### config.mk
export PLATFORM = sky130hd
export DESIGN_NAME = redun_mont_sq_ctrl
export DESIGN_NICKNAME = d
export VERILOG_FILES = /design/src/rtl/redun_mont_pkg.sv /design/src/rtl/redun_mont_from_redun_reg.sv /design/src/rtl/redun_mont_sq_ctrl.sv
export SDC_FILE = /design/constraint.sdc
export NUM_CORES = 1
export LEC_CHECK = 0
export ABC_AREA = 1
export BUFFER_PORTS_ARGS = -buffer_cell sky130_fd_sc_hd__buf_2
export CAP_MARGIN = 20
export CELL_PAD_IN_SITES_DETAIL_PLACEMENT = 0
export CELL_PAD_IN_SITES_GLOBAL_PLACEMENT = 1
export CORE_MARGIN = 5
export CORE_UTILIZATION = 35
export CTS_BUF_LIST = sky130_fd_sc_hd__clkbuf_8
export CTS_CLUSTER_DIAMETER = 100
export CTS_CLUSTER_SIZE = 20
export DETAILED_ROUTE_END_ITERATION = 12
export GPL_TIMING_DRIVEN = 0
export PLACE_DENSITY = 0.72
export SETUP_SLACK_MARGIN = 0.15
export SYNTH_ARGS = -nofsm -noshare
export SYNTH_HDL_FRONTEND = slang
export SYNTH_SLANG_ARGS = --single-unit
### constraint.sdc
create_clock -name i_clk -period 3.55 [get_ports i_clk]
set_input_delay 0.355 -clock i_clk [delete_from_list [all_inputs] [get_ports i_clk]]
set_output_delay 0.355 -clock i_clk [all_outputs]
set_load 0.01 [all_outputs]
### src/rtl/redun_mont_pkg.sv
// Shared types, field constants and redundant-form helpers for the Montgomery
// squaring path, plus the fe_mul_mont reference used by benches.
package redun_mont_pkg;

   localparam int DAT_BITS = 16;
   localparam int WRD_BITS = 8;
   localparam int NUM_WRDS = DAT_BITS / WRD_BITS;
   localparam int SUM_BITS = DAT_BITS + 2;

   typedef logic [DAT_BITS-1:0]               fe_t;
   typedef logic [NUM_WRDS-1:0][WRD_BITS:0]   redun0_t;

   localparam fe_t P = 16'd65521;

   typedef enum logic [1:0] {
      ST_IDLE,
      ST_ISSUE,
      ST_WAIT,
      ST_OUT
   } sq_state_e;

   function automatic redun0_t to_redun(input fe_t x);
      redun0_t r;
      for (int i = 0; i < NUM_WRDS; i++) begin
         r[i] = {1'b0, x[i*WRD_BITS +: WRD_BITS]};
      end
      return r;
   endfunction

   // Each word carries one spare bit, so the full sum can exceed DAT_BITS.
   function automatic logic [SUM_BITS-1:0] redun_sum(input redun0_t r);
      logic [SUM_BITS-1:0] acc;
      acc = '0;
      for (int i = 0; i < NUM_WRDS; i++) begin
         acc = acc + (SUM_BITS'(r[i]) << (i*WRD_BITS));
      end
      return acc;
   endfunction

   function automatic fe_t from_redun(input redun0_t r);
      logic [SUM_BITS-1:0] s;
      s = redun_sum(r);
      return s[DAT_BITS-1:0];
   endfunction

   function automatic logic check_overflow(input redun0_t r);
      logic [SUM_BITS-1:0] s;
      s = redun_sum(r);
      return s[SUM_BITS-1:DAT_BITS] != '0;
   endfunction

   // Bit-serial Montgomery product a*b*2^-DAT_BITS mod P.
   function automatic fe_t fe_mul_mont(input fe_t a, input fe_t b);
      logic [DAT_BITS+1:0] t;
      t = '0;
      for (int i = 0; i < DAT_BITS; i++) begin
         if (a[i]) t = t + {2'b00, b};
         if (t[0]) t = t + {2'b00, P};
         t = t >> 1;
      end
      if (t >= {2'b00, P}) t = t - {2'b00, P};
      return t[DAT_BITS-1:0];
   endfunction

endpackage

### src/rtl/redun_mont_from_redun_reg.sv
// Single-register carry-resolve stage converting a redundant operand to fe_t.
module redun_mont_from_redun_reg
   import redun_mont_pkg::*;
(
   input  logic    i_clk,
   input  logic    i_rst,
   input  logic    i_en,
   input  redun0_t i_dat,
   output fe_t     o_dat
);

   fe_t dat_q;

   always_ff @(posedge i_clk) begin
      if (i_rst) begin
         dat_q <= '0;
      end else if (i_en) begin
         dat_q <= from_redun(i_dat);
      end
   end

   assign o_dat = dat_q;

endmodule

### src/rtl/redun_mont_sq_ctrl.sv
// Repeated Montgomery squaring sequencer around an external redundant-form core.
// Optional overflow/range checking: define REDUN_MONT_SQ_CTRL_OVF_CHECK_EN.
module redun_mont_sq_ctrl
   import redun_mont_pkg::*;
#(
   parameter int T_BITS = 64
) (
   input  logic              i_clk,
   input  logic              i_rst,
   input  logic              i_val,
   output logic              o_rdy,
   input  fe_t               i_dat,
   input  logic [T_BITS-1:0] i_t,
   output logic              o_val,
   input  logic              i_rdy,
   output fe_t               o_dat,
   output logic [T_BITS-1:0] o_iter,
   output logic              o_core_val,
   output redun0_t           o_core_dat,
   input  logic              i_core_val,
   input  redun0_t           i_core_dat,
   output logic              o_err
);

   sq_state_e         state_q;
   redun0_t           opnd_q;
   logic [T_BITS-1:0] cnt_q;
   logic [T_BITS-1:0] iter_q;
   logic [T_BITS-1:0] iter_inc;
   logic              rdy_q;
   logic              val_q;
   logic              core_val_q;
   logic              err_q;
   logic              err_d;
   logic              conv_en;

   assign iter_inc = iter_q + T_BITS'(1);
   // Conversion register loads only on the first OUT cycle, keeping o_dat stable.
   assign conv_en  = (state_q == ST_OUT) && !val_q;

   always_comb begin
      err_d = err_q | (i_core_val && (state_q != ST_WAIT));
`ifdef REDUN_MONT_SQ_CTRL_OVF_CHECK_EN
      if (i_core_val && (state_q == ST_WAIT) && check_overflow(i_core_dat)) err_d = 1'b1;
      if (val_q && (o_dat >= P)) err_d = 1'b1;
`endif
   end

   always_ff @(posedge i_clk) begin
      if (i_rst) begin
         state_q    <= ST_IDLE;
         opnd_q     <= '0;
         cnt_q      <= '0;
         iter_q     <= '0;
         rdy_q      <= 1'b0;
         val_q      <= 1'b0;
         core_val_q <= 1'b0;
         err_q      <= 1'b0;
      end else begin
         err_q <= err_d;
         case (state_q)
            ST_IDLE: begin
               rdy_q <= 1'b1;
               if (i_val && rdy_q) begin
                  opnd_q <= to_redun(i_dat);
                  cnt_q  <= i_t;
                  iter_q <= '0;
                  rdy_q  <= 1'b0;
                  if (i_t == '0) begin
                     state_q <= ST_OUT;
                  end else begin
                     state_q    <= ST_ISSUE;
                     core_val_q <= 1'b1;
                  end
               end
            end
            ST_ISSUE: begin
               core_val_q <= 1'b0;
               state_q    <= ST_WAIT;
            end
            ST_WAIT: begin
               if (i_core_val) begin
                  opnd_q <= i_core_dat;
                  iter_q <= iter_inc;
                  if (iter_inc == cnt_q) begin
                     state_q <= ST_OUT;
                  end else begin
                     state_q    <= ST_ISSUE;
                     core_val_q <= 1'b1;
                  end
               end
            end
            ST_OUT: begin
               if (!val_q) begin
                  val_q <= 1'b1;
               end else if (i_rdy) begin
                  val_q   <= 1'b0;
                  rdy_q   <= 1'b1;
                  state_q <= ST_IDLE;
               end
            end
            default: state_q <= ST_IDLE;
         endcase
      end
   end

   redun_mont_from_redun_reg u_from_redun (
      .i_clk (i_clk),
      .i_rst (i_rst),
      .i_en  (conv_en),
      .i_dat (opnd_q),
      .o_dat (o_dat)
   );

   assign o_rdy      = rdy_q;
   assign o_val      = val_q;
   assign o_iter     = iter_q;
   assign o_core_val = core_val_q;
   assign o_core_dat = opnd_q;
   assign o_err      = err_q;

endmodule
## After elaboration in Yosys (flattened, before gate mapping)

Cells that the tools add are included.

| cells by class | value |
|---|---|
| eq/ne operators | 11 |
| bitwise gates (word level) | 1 |
| reduce and logical (&&, ||, !) cells | 14 |
| multiplexer cells | 24 |
| $add $sub $neg | 2 |

Operator list:

| kind | number |
|---|---|
| 2-to-1 mux 64 bit | 2 |
| case mux 64 bit (2 select lines) | 1 |
| adder 64 x 1 -> 64 bit, second input constant | 1 |
| equality test 64 bit | 1 |
| logical NOT 64 bit | 1 |
| 2-to-1 mux 18 bit | 2 |
| case mux 18 bit (2 select lines) | 1 |
| adder 9 x 16 -> 16 bit | 1 |
| != test 2 bit, second input constant | 7 |
| 2-to-1 mux 2 bit | 6 |
| 2-to-1 mux 1 bit | 9 |
| case mux 2 bit (4 select lines) | 1 |
| AND reduction 3 bit | 2 |
| AND reduction 5 bit | 1 |
| equality test 2 bit, second input constant | 2 |
| AND reduction 4 bit | 1 |
| nonzero test 2 bit | 2 |
| logical AND 1 bit | 3 |
| case mux 1 bit (3 select lines) | 1 |
| nonzero test 3 bit | 1 |
| equality test 2 x 1 -> 1 bit, second input constant | 1 |
| logical NOT 2 bit | 1 |
| case mux 1 bit (2 select lines) | 1 |
| AND reduction 2 bit | 1 |
| other kinds (2) | 2 |

| storage, ports and cells | value |
|---|---|
| output and inout port bits | 102 |
| input bits | 103 |
| flip-flop bits (word level) | 168 |
| logic and storage cells | 62 |

## Longest topological paths before layout

Gate-level depths: netlist of the first run.

| logic depth | value |
|---|---|
| depth after elaboration | 5 |
| mapped depth | 21 |
| gate-level depth less buffers | 21 |

## Hierarchy

From an unflattened synthesis of the first run, not the netlist that was laid out.

| second synthesis, totals | value |
|---|---|
| cells, all modules | 1563 |
| area total of the unflattened synthesis | 10172.3 µm² |

By module, submodules not included:

| module | area each (µm²) | instances | seq. area each (µm²) | cells an instance |
|---|---|---|---|---|
| redun_mont_sq_ctrl | 9431.5 | 1 | 3042.9 | 1459 |
| redun_mont_from_redun_reg | 740.7 | 1 | 320.3 | 104 |

## Least setup slack after synthesis of the first run

OpenSTA, ideal clock, no wires.

| path | value |
|---|---|
| path type | reg2reg |
| start point | register iter_q[0], in the netlist o_iter[0] |
| end point | register core_val_q, in the netlist o_core_val |
| data required time | 3.434 ns |
| slack | 1.334 ns |
| period minus slack after synthesis | 2.216 ns |
| arrival | 2.100 ns |
| buffers on the path | 0 |
| stages on the path, launching flop included | 16 |
| setup time | 0.116 ns |
| path through | dfxtp_1 > ha_1 > nand2_2 > nor2_8 > nand2_2 > nor2_4 > nand2_1 > nor2_1 > nand2_1 > xnor3_1 > nor2_1 > nand3_1 > nor2_1 > nand2_1 > nand3_1 > a21oi_1 |

| on the way | value |
|---|---|
| longest elaborated chain between the ends | 4 |

RTL lines:

| item | line | source |
|---|---|---|
| start, declared | redun_mont_sq_ctrl.sv:28 | `logic [T_BITS-1:0] iter_q;` |
| start signal, assigned | redun_mont_sq_ctrl.sv:84 | `iter_q <= iter_inc;` |
| adder 64 x 1 -> 64 bit | redun_mont_sq_ctrl.sv:37 | `assign iter_inc = iter_q + T_BITS'(1);` |
| equality test 64 bit | redun_mont_sq_ctrl.sv:85 | `if (iter_inc == cnt_q) begin` |
| != test 2 bit (no source line) | - |  |
| AND reduction 5 bit (no source line) | - |  |
| end signal, assigned | redun_mont_sq_ctrl.sv:57 | `core_val_q <= 1'b0;` |
| end signal, assigned | redun_mont_sq_ctrl.sv:78 | `core_val_q <= 1'b0;` |
| end signal, assigned | redun_mont_sq_ctrl.sv:89 | `core_val_q <= 1'b1;` |
| end, declared | redun_mont_sq_ctrl.sv:32 | `logic core_val_q;` |

No other way between the ends.
A chain may end at the register's enable or synchronous reset.

## Final worst setup path of the first run

| path | value |
|---|---|
| start point | register iter_q[12], in the netlist o_iter[12] |
| end point | register core_val_q, in the netlist o_core_val |

Same word-level chain as after synthesis.

==> reports/qor.csv, run 1 <==
metric,value,unit
status,"complete, no violations",
die_w,180,um
cts.sinks,168,
reg2reg_to,o_core_val$_SDFFE_PP0P_,
setup_viol,0,
setup_tns,0,ps
critPathMaxFanout,7,
grt_max_degree,19,
critPathSlowestCell,dfxtp_1,
synth_area,10100,um^2
max-clock-path-buffers,2,
grt_pass1_vias,11051,
fin_crit_sh,0.873,
hpwlAfterDp,36700,um
synth_flop_cell,dfxtp_1,
p_leak,0.00522,uW
drive_gt1_frac,0.152,
ff2ff_path_depth,15,
multiInputGateArea,5920,um^2
synth_common_cells,"nand2_1, nor2_1, dfxtp_1",
vias_per_cell,5.12,
cts.clk_slew.worst_paths,120,ps
synth_fp_nets,1767,
dr.pass1.iters,6,
port_buffers,204,
insertedDiodeCount,0,
dieArea,32400,um^2
start_util,0.354,
yosysTopAreaCell,dfxtp_1,
routed_wl,45200,um
drv_slew,0,
synth_cell_type_count,34,
power.density,407,nW/um^2
wire_per_inst,19.8,um
synth_area_per_cell,6.10,um^2
min_path_type,in -> reg,
areaGrowthSynthToFinish,19.0,%
core-area,28600,um^2
postRouteAntennaNets,0,
crit_cells,15,
grt_use_total,0.271,
startpoint_type,register,
skew,24.4,ps
drt_iter0_drc,884,
num_rows,62,
cts_tree,built,
htree_num_levels,4,
fmax,323,MHz
gp_congestion,0.962,
crit_top_cell,nand2_1,
power,4900,uW
r2r-start,o_iter[12]$_SDFFE_PP0P_,
hp-start,i_t[2],
cp_num_buf_inv,1,
crit_family,simple AND/OR/NAND/NOR gates,
cp_cell_sequence,nand2_1 > nor2_1 > nand2_1 > nor2_8 > nand2_2 > xor2_1 > inv_1 > nand2_1 > nand3_1 > nor2_1 > nand3_1 > nor2_1 > nand2_1 > nand3_1 > a21oi_1,
clk_latency,490,ps
async_reset_ff_frac,0,
cap_violations,0,
fillerInstances,3200,
grt_pass1_wl,67300,um
vias,11683,
path_class,reg -> reg,
rsz0062_at_grt,false,
ff_latch_area,3360,um^2
nets,1993,
synthDominantCellAreaShare,0.332,
antenna_found_initial,1,
ys_ff_latch,168,
ir_drop,0.211,mV
ff2ff_setup_slack,450,ps
seq_area_frac_synth,0.332,
cp_data_arrival_time,3490,ps
required,3940,ps
ios,205,
finalHoldViolations,0,
ys_top_cells_by_area,"dfxtp_1, nand2_1, nor2_1",
dieHeight,180,um
yosysWarnings,0,
numCtsBuffers,17,
gr-total-overflow,0,
period_needed,3100,ps
synth_enable_flop_cells,0,
drc,0,
cp-end-kind,register,
synth_most_common_cell,nand2_1,
endpoint,o_core_val$_SDFFE_PP0P_,
clock-root-buffer,clkbuf_8,
tightest_slew,1040,ps
syn_inst,1661,
slew_headroom,0.307,
slowest_delay,510,ps
startpoint,o_iter[12]$_SDFFE_PP0P_,
==> flip-flops by register name, indices dropped and copies added, names as in the netlist <==
register and flops:
cnt_q 64, o_core_dat 18, o_core_val 1, o_err 1, o_iter 64, o_rdy 1, o_val 1, state_q 2
u_from_redun.o_dat 16
==> stage by stage <==
| stage | std cells | utilization | hold WS (ps) | instance area (um^2) | setup WS, ps |
|---|---|---|---|---|---|
| 2_1_floorplan | 1661 | - | 444 | 10100 | 1330 |
| 3_3_place_gp | 2249 | 0.406 | 439 | 11600 | 296 |
| 3_5_place_dp | 2249 | 0.406 | 449 | 11600 | 276 |
| 4_1_cts | 2281 | 0.420 | 74.6 | 12000 | 266 |
| 5_1_grt | 2284 | 0.421 | 89.8 | 12100 | 157 |
| 6_report | 2284 | 0.421 | 94.9 | 12100 | 450 |
==> what timing repair did <==
item | 4_1_cts | 5_1_grt
hold buffers | 0 | 0
buffers inserted | 0 | 3
resized for setup | 0 | 3
endpoints found under the setup margin | 0 | 2
==> report_power, final <==
| group | internal [uW] | switching, uW |
|---|---|---|
| Sequential | 2080 | 152 |
| Clock | 549 | 900 |
| Combinational | 382 | 840 |
| Total | 3010 | 1890 |
==> how the worst min path moves through the flow <==
stage,to,slack [ps],depth (start not counted)
after floorplan,cnt_q[21]$_SDFFE_PP0P_,440,2
after global placement,o_core_val$_SDFFE_PP0P_,440,2
after detailed placement,o_core_val$_SDFFE_PP0P_,450,2
after CTS,cnt_q[2]$_SDFFE_PP0P_,70,3
after global routing,o_core_dat[13]$_SDFFE_PP0P_,90,3
final,cnt_q[2]$_SDFFE_PP0P_,90,3
==> layout by cell type (no fill, tap or decap), types with 3 or more instances in the layout <==
cell,count
nand3b_1,17
nor2_4,9
nand2_1,486
inv_1,164
inv_2,3
xnor3_1,4
clkbuf_1,52
a31oi_1,16
clkbuf_8,18
or2_2,3
dfxtp_1,167
a21oi_1,116
nand2_4,4
inv_8,6
nor2_2,8
nand2_2,15
nor2_1,229
o21ai_1,4
ha_1,3
nor4_1,17
buf_2,204
xnor2_1,4
buf_4,3
o21ai_0,106
nor3_1,7
xor2_1,10
nand3_1,166
nor2_8,3
nand4_1,33
==> final cells by class <==
class	instances	area share
inverters	169	0.0526
well taps	384	0.0399
clock inverters	14	0.0125
clock buffers	18	0.0206
repair buffers	207	0.0866
multi-input cells	1270	0.491
plain buffers	54	0.0174
flip-flops and latches	168	0.279
==> layer usage <==
metal | routed length [um] | share of wire | GRT usage
met3 | 3530 | 0.078 | 0.0577
met5 | 0 | 0 | 0
met2 | 20500 | 0.45 | 0.448
met1 | 19900 | 0.44 | 0.358
met4 | 1320 | 0.029 | 0.0808
==> worst register-to-register path, stage by stage, from the launching register on <==
cell     delay, ps
dfxtp_1        510
nand2_1        130
nor2_1         350
nand2_1        240
nor2_8         260
nand2_2        190
xor2_1         250
inv_1           90
nand2_1         60
nand3_1        110
nor2_1         210
nand3_1        100
nor2_1         250
nand2_1        130
nand3_1         90
a21oi_1         60
==> kinds of logic after synthesis <==
kind of cell / share of synthesized area
AOI/OAI and AO/OA: 0.126
xor gates and xnor gates: 0.0210
adders and majority gates: 0.00371
buffers and inverters: 0.0834
DFF: 0.332
and+or+nand+nor: 0.434
(Power assumes the default switching activity.)
==> run 2: changes to the inputs <==
--- a/config.mk
+++ b/config.mk
@@ -10,7 +10,6 @@
 export CAP_MARGIN = 20
 export CELL_PAD_IN_SITES_DETAIL_PLACEMENT = 0
 export CELL_PAD_IN_SITES_GLOBAL_PLACEMENT = 1
-export CORE_MARGIN = 5
 export CORE_UTILIZATION = 35
 export CTS_BUF_LIST = sky130_fd_sc_hd__clkbuf_8
 export CTS_CLUSTER_DIAMETER = 100
==> run 2 against run 1 <==
Net effect:
- utilization rose by 0.94 points
- cell area up 0.31%
- flip-flop and latch count is the same
- total power grew 1.1%
- critical endpoint unchanged
- clock skew is 7.4 ps lower
- sequential power about the same
- routed wire length grew 0.57%
- largest power group unchanged
==> reports/qor.csv, run 2 (synthesized netlist as in run 1, its figures left out) <==
metric,value,unit,change
fin_crit_sh,0.886,,+0.0130
drt_iter0_drc,1052,,+19%
insertedDiodeCount,0,,unchanged
combPwrFrac,0.251,,+0.002
drive_gt1_frac,0.154,,+0.00178
cp_data_arrival_time,3520,ps,+30 ps
slew_headroom,0.274,,-0.0336
power_switching,1850,uW,-2.0%
slowest_delay,440,ps,-70 ps
crit_top_cell,nand2_1,,
status,"complete, no violations",,
required,3930,ps,about the same
fmax,318,MHz,-1.5%
cap_violations,0,,unchanged
top_layer_used,met4,,
min_path_type,in -> reg,,
wire_per_inst,19.9,um,+0.66%
cp-end-kind,register,,
whs_endpoint,cnt_q[46]$_SDFFE_PP0P_,,
holdWs,113,ps,+17.9 ps
gr-total-overflow,0,,unchanged
die_w,172,um,-4.4%
min_delay_path_depth,3,,unchanged
p_int,3100,uW,+3.1%
ff2ff_setup_slack,400,ps,-50 ps
hp-start,i_t[46],,
cts.sinks,168,,unchanged
rsz0062_at_grt,false,,
setup_viol,0,,unchanged
power,4960,uW,+1.1%
dr.pass1.iters,6,,unchanged
cts_tree,built,,
dieArea,29600,um^2,-8.7%
fillerInstances,3235,,+1.1%
power.density,410,nW/um^2,+0.83%
skew,17.0,ps,-7.44 ps
numCtsBuffers,17,,unchanged
grt_max_degree,17,,-2
ios,205,,unchanged
r2r-start,o_iter[1]$_SDFFE_PP0P_,,
cp_num_buf_inv,0,,-1
cp_cell_sequence,ha_1 > nand2_2 > nor2_8 > nand2_2 > nor2_4 > nand2_1 > nor2_1 > nand2_1 > xnor3_1 > nor2_2 > nand3_1 > nor2_1 > nand2_1 > nand3_1 > a21oi_1,,
pwr-share-clk,0.299,,+0.003
design_area,12100,um^2,+0.31%
ff2ff_path_depth,15,,unchanged
path_class,reg -> reg,,
clk_latency,490,ps,about the same
postPlaceCellArea,11600,um^2,about the same
dieHeight,172,um,-4.4%
clock-root-buffer,clkbuf_8,,
met1Wirelength,20600,um,+3.7%
reg2reg_to,o_core_val$_SDFFE_PP0P_,,
num_rows,61,,-1.6%
port_buffers,204,,unchanged
tightest_slew,1090,ps,+50.3 ps
setup_slack,404,ps,-46.2 ps
wl_met2,20500,um,-0.35%
core-area,28100,um^2,-1.9%
startpoint_type,register,,
vias_per_cell,5.20,,+1.7%
nets,1997,,+0.20%
cts.clk_slew.worst_paths,100,ps,-20 ps
htree_num_levels,4,,unchanged
routed_wl,45500,um,+0.57%
layout_commonest_cell,nand2_1,,
most-common-layout-cells,"nand2_1, nor2_1, buf_2",,
multiInputGateArea,5940,um^2,+0.25%
grt_use_total,0.313,,+0.0420
ff_latch_area,3360,um^2,unchanged
antenna_found_initial,0,,-1
finalHoldViolations,0,,unchanged
crit_family,simple AND/OR/NAND/NOR gates,,
drv_slew,0,,unchanged
critPathSlowestCell,dfxtp_1,,
hpwlAfterDp,36400,um,-0.77%
setup_tns,0,ps,unchanged
vias,11876,,+1.7%
max-clock-path-buffers,2,,unchanged
pre_cts_slack,211,ps,-65.3 ps
power_frac_seq,0.450,,-0.005
period_needed,3150,ps,+46.2 ps
areaGrowthSynthToFinish,19.4,%,
p_leak,0.00525,uW,+0.57%
grt_pass1_wl,66800,um,-0.73%
ir_drop,0.183,mV,-13%
switching_share,0.374,,-0.0121
gp_congestion,0.948,,-1.5%
postRouteAntennaNets,0,,unchanged
wl_met3,3160,um,-11%
start_util,0.361,,+0.00678
grt_pass1_vias,10819,,-2.1%
drc,0,,unchanged
critPathMaxFanout,6,,-1
run 2: cell count changes in the layout (fill, tap and decap cells not counted), sizes merged:
| cell | before | now |
|---|---|---|
| clkinvlp | 2 | 1 |
| clkbuf | 70 | 69 |
| bufinv | 0 | 2 |
| buf | 209 | 213 |
run 2: per-stage QoR:
stage,utilization,std cells
2_1_floorplan,-,1661
3_3_place_gp,0.414,2243
3_5_place_dp,0.414,2243
4_1_cts,0.428,2275
5_1_grt,0.431,2282
6_report,0.431,2282
run 2: final cells by class:
class | count | area share
Clock inverter | 15 | 0.0136
Multi-Input combinational cell | 1270 | 0.491
Buffer | 54 | 0.0174
Timing Repair Buffer | 211 | 0.0888
Clock buffer | 17 | 0.0194
Inverter | 169 | 0.0525
Tap cell | 378 | 0.0391
Sequential cell | 168 | 0.278
run 2: tightest hold or removal path, stage by stage:
cell,delay [ps]
buf_2,90
nor2_1,40
nor2_1,80
run 2: timing repair:
item | 4_1_cts | 5_1_grt
setup buffers | 0 | 7
endpoints found under the setup margin | 0 | 2
gates resized for setup | 0 | 6
hold buffers | 0 | 0
run 2: layer usage:
layer | up-vias | GRT usage
met5 | - | 0
met4 | 0 | 0.106
met3 | 59 | 0.0538
met2 | 449 | 0.500
met1 | 5518 | 0.424
li1 | 5850 | -
run 2: how the worst max path moves through the flow:
stage	cells past startpoint	start	end
2_1_floorplan	15	o_iter[0]$_SDFFE_PP0P_	o_core_val$_SDFFE_PP0P_
3_3_place_gp	15	o_iter[0]$_SDFFE_PP0P_	o_core_val$_SDFFE_PP0P_
6_report	15	o_iter[1]$_SDFFE_PP0P_	o_core_val$_SDFFE_PP0P_
3_5_place_dp	15	o_iter[0]$_SDFFE_PP0P_	o_core_val$_SDFFE_PP0P_
5_1_grt	20	o_iter[1]$_SDFFE_PP0P_	o_core_val$_SDFFE_PP0P_
4_1_cts	15	o_iter[0]$_SDFFE_PP0P_	o_core_val$_SDFFE_PP0P_
run 2: power groups by stage:
stage          Combinational, uW  Clock, uW  Sequential [uW]
2_1_floorplan                689          0             2250
6_report                    1240       1480             2230
3_5_place_dp                1230          0             2270
5_1_grt                     1380       1590             2250
4_1_cts                     1240       1510             2230
3_3_place_gp                1230          0             2270
==> run 3: changes to the inputs <==
==> constraint.sdc (replaced) <==
create_clock -name i_clk -period 4 [get_ports i_clk]
set_input_delay 0.4 -clock i_clk [delete_from_list [all_inputs] [get_ports i_clk]]
set_output_delay 0.4 -clock i_clk [all_outputs]
set_load 0.01 [all_outputs]
==> run 3 against run 2 <==
Net effect:
- setup slack better by 190 ps
- flip-flop and latch count unchanged
- largest cell class unchanged
- utilization down 0.26 points
- final cell count down 0.31%
- die area unchanged
- critical path depth unchanged
- combinational power down 11%
- clock skew down 1.2 ps
==> reports/qor.csv, run 3 (synthesized netlist as in run 1, its figures left out) <==
metric,value,unit,change
dieArea,29600,um^2,unchanged
most-common-layout-cells,"nand2_1, nor2_1, buf_2",,
antenna_found_initial,0,,unchanged
routed_wl,45500,um,about the same
port_buffers,204,,unchanged
die_w,172,um,unchanged
grt_pass1_vias,10819,,unchanged
ir_drop,0.163,mV,-11%
postRouteAntennaNets,0,,unchanged
required,4380,ps,+450 ps
pwr-share-clk,0.300,,about the same
power_frac_seq,0.450,,about the same
min_path_type,in -> reg,,
start_util,0.361,,unchanged
num_rows,61,,unchanged
dieHeight,172,um,unchanged
post-cts-setup-buffer-count,0,,unchanged
clock-root-buffer,clkbuf_8,,
crit_family,simple AND/OR/NAND/NOR gates,,
cp-end-kind,register,,
p_leak,0.00521,uW,-0.76%
cts_resized,0,,unchanged
insertedDiodeCount,0,,unchanged
cts.clk_slew.worst_paths,100,ps,about the same
areaGrowthSynthToFinish,18.7,%,
wire_per_inst,20.0,um,+0.27%
gp_congestion,0.948,,unchanged
max-clock-path-buffers,2,,unchanged
hpwlAfterDp,36400,um,unchanged
core-area,28100,um^2,unchanged
gr-total-overflow,0,,unchanged
cts.sinks,168,,unchanged
cp_cell_sequence,ha_1 > nand2_2 > nor2_8 > nand2_2 > nor2_4 > nand2_1 > nor2_1 > nand2_1 > xnor3_1 > nor2_1 > nand3_1 > nor2_1 > nand2_1 > nand3_1 > a21oi_1,,
path_class,reg -> reg,,
drive_gt1_frac,0.149,,-0.00470
fmax,293,MHz,-7.8%
cts_hold_buf,0,,unchanged
place_inst,2243,,unchanged
tightest_slew,1060,ps,-28.4 ps
grt_max_degree,17,,unchanged
slowest_delay,510,ps,+70 ps
setup_viol,0,,unchanged
combPwrFrac,0.250,,about the same
nets,1990,,-0.35%
skew,15.7,ps,-1.23 ps
drc,0,,unchanged
status,"complete, no violations",,
power_switching,1650,uW,-11%
globalRouteMet1Util,0.424,,unchanged
critPathMaxFanout,10,,+4
ios,205,,unchanged
dr.pass1.iters,5,,-1
rsz0062_at_grt,false,,
critPathSlowestCell,dfxtp_1,,
startpoint_type,register,,
switching_share,0.374,,about the same
grt_pass1_wl,66800,um,unchanged
finalHoldViolations,0,,unchanged
clk_latency,490,ps,about the same
drt_iter0_drc,1046,,-0.57%
grt.met2_usage,0.500,,unchanged
cts_tree,built,,
met3_usage,0.0538,,unchanged
p_int,2750,uW,-11%
grt_use_total,0.313,,unchanged
fin_crit_sh,0.853,,-0.0336
numCtsBuffers,17,,unchanged
htree_num_levels,4,,unchanged
layout_commonest_cell,nand2_1,,
period_needed,3410,ps,+264 ps
slew_headroom,0.293,,+0.0190
setup_tns,0,ps,unchanged
cp_data_arrival_time,3790,ps,+270 ps
power.density,366,nW/um^2,-11%
cap_violations,0,,unchanged
vias_per_cell,5.19,,-0.28%
cp_num_buf_inv,0,,unchanged
drv_slew,0,,unchanged
busiest_layer,met2,,
vias,11807,,-0.58%
fin_cells,2275,,-0.31%
==> run 3: final timing paths <==
path | from | to | slack (ps) | cells after the start
worst max register to register | o_iter[0]$_SDFFE_PP0P_ | o_core_val$_SDFFE_PP0P_ | 590 | 15
worst max-delay path | o_iter[0]$_SDFFE_PP0P_ | o_core_val$_SDFFE_PP0P_ | 590 | 15
worst min register to register | o_core_val$_SDFFE_PP0P_ | o_core_val$_SDFFE_PP0P_ | 460 | 2
worst min-delay path | i_t[46] | cnt_q[46]$_SDFFE_PP0P_ | 150 | 3
==> run 3: final cells by class <==
cell class	instances	area, um^2
plain buffers	54	210
clock buffers	17	234
clock inverters	15	164
fillers	3231	16100
inverters	169	634
multi-input cells	1270	5920
flip-flops and latches	168	3360
well taps	378	473
repair buffers	204	1020
==> run 3: worst reg2reg max path: cells and delay by family, from the launching register on <==
family / cells / cell delay [ps]
AO/OA/AOI/OAI: 1 / 60
XOR/XNOR: 1 / 210
adder cells (fa/ha/maj): 1 / 260
flip-flops: 1 / 510
AND/OR/NAND/NOR: 12 / 2300
==> run 3: stage by stage <==
stage,hold slack (ps),util,power (uW),setup WS (ps),cell area [um^2]
floorplan,444,-,2610,1780,10100
global placement,440,0.414,3100,654,11600
detailed placement,441,0.414,3110,661,11600
CTS,129,0.428,4420,641,12000
global route,146,0.428,4630,318,12000
finish,154,0.428,4400,590,12000
==> run 3: power by group through the flow <==
stage               sequential, uW  combinational [uW]  clock, uW
global route                  2000                1220       1410
finish                        1980                1100       1320
global placement              2010                1090          0
detailed placement            2010                1090          0
floorplan                     1990                 612          0
CTS                           1980                1100       1340
==> run 3: per-layer routing <==
layer  share of wire  up-vias
met5               0        -
met4           0.029        0
met3           0.069       61
met2            0.45      456
met1            0.45     5454
li1                -     5836
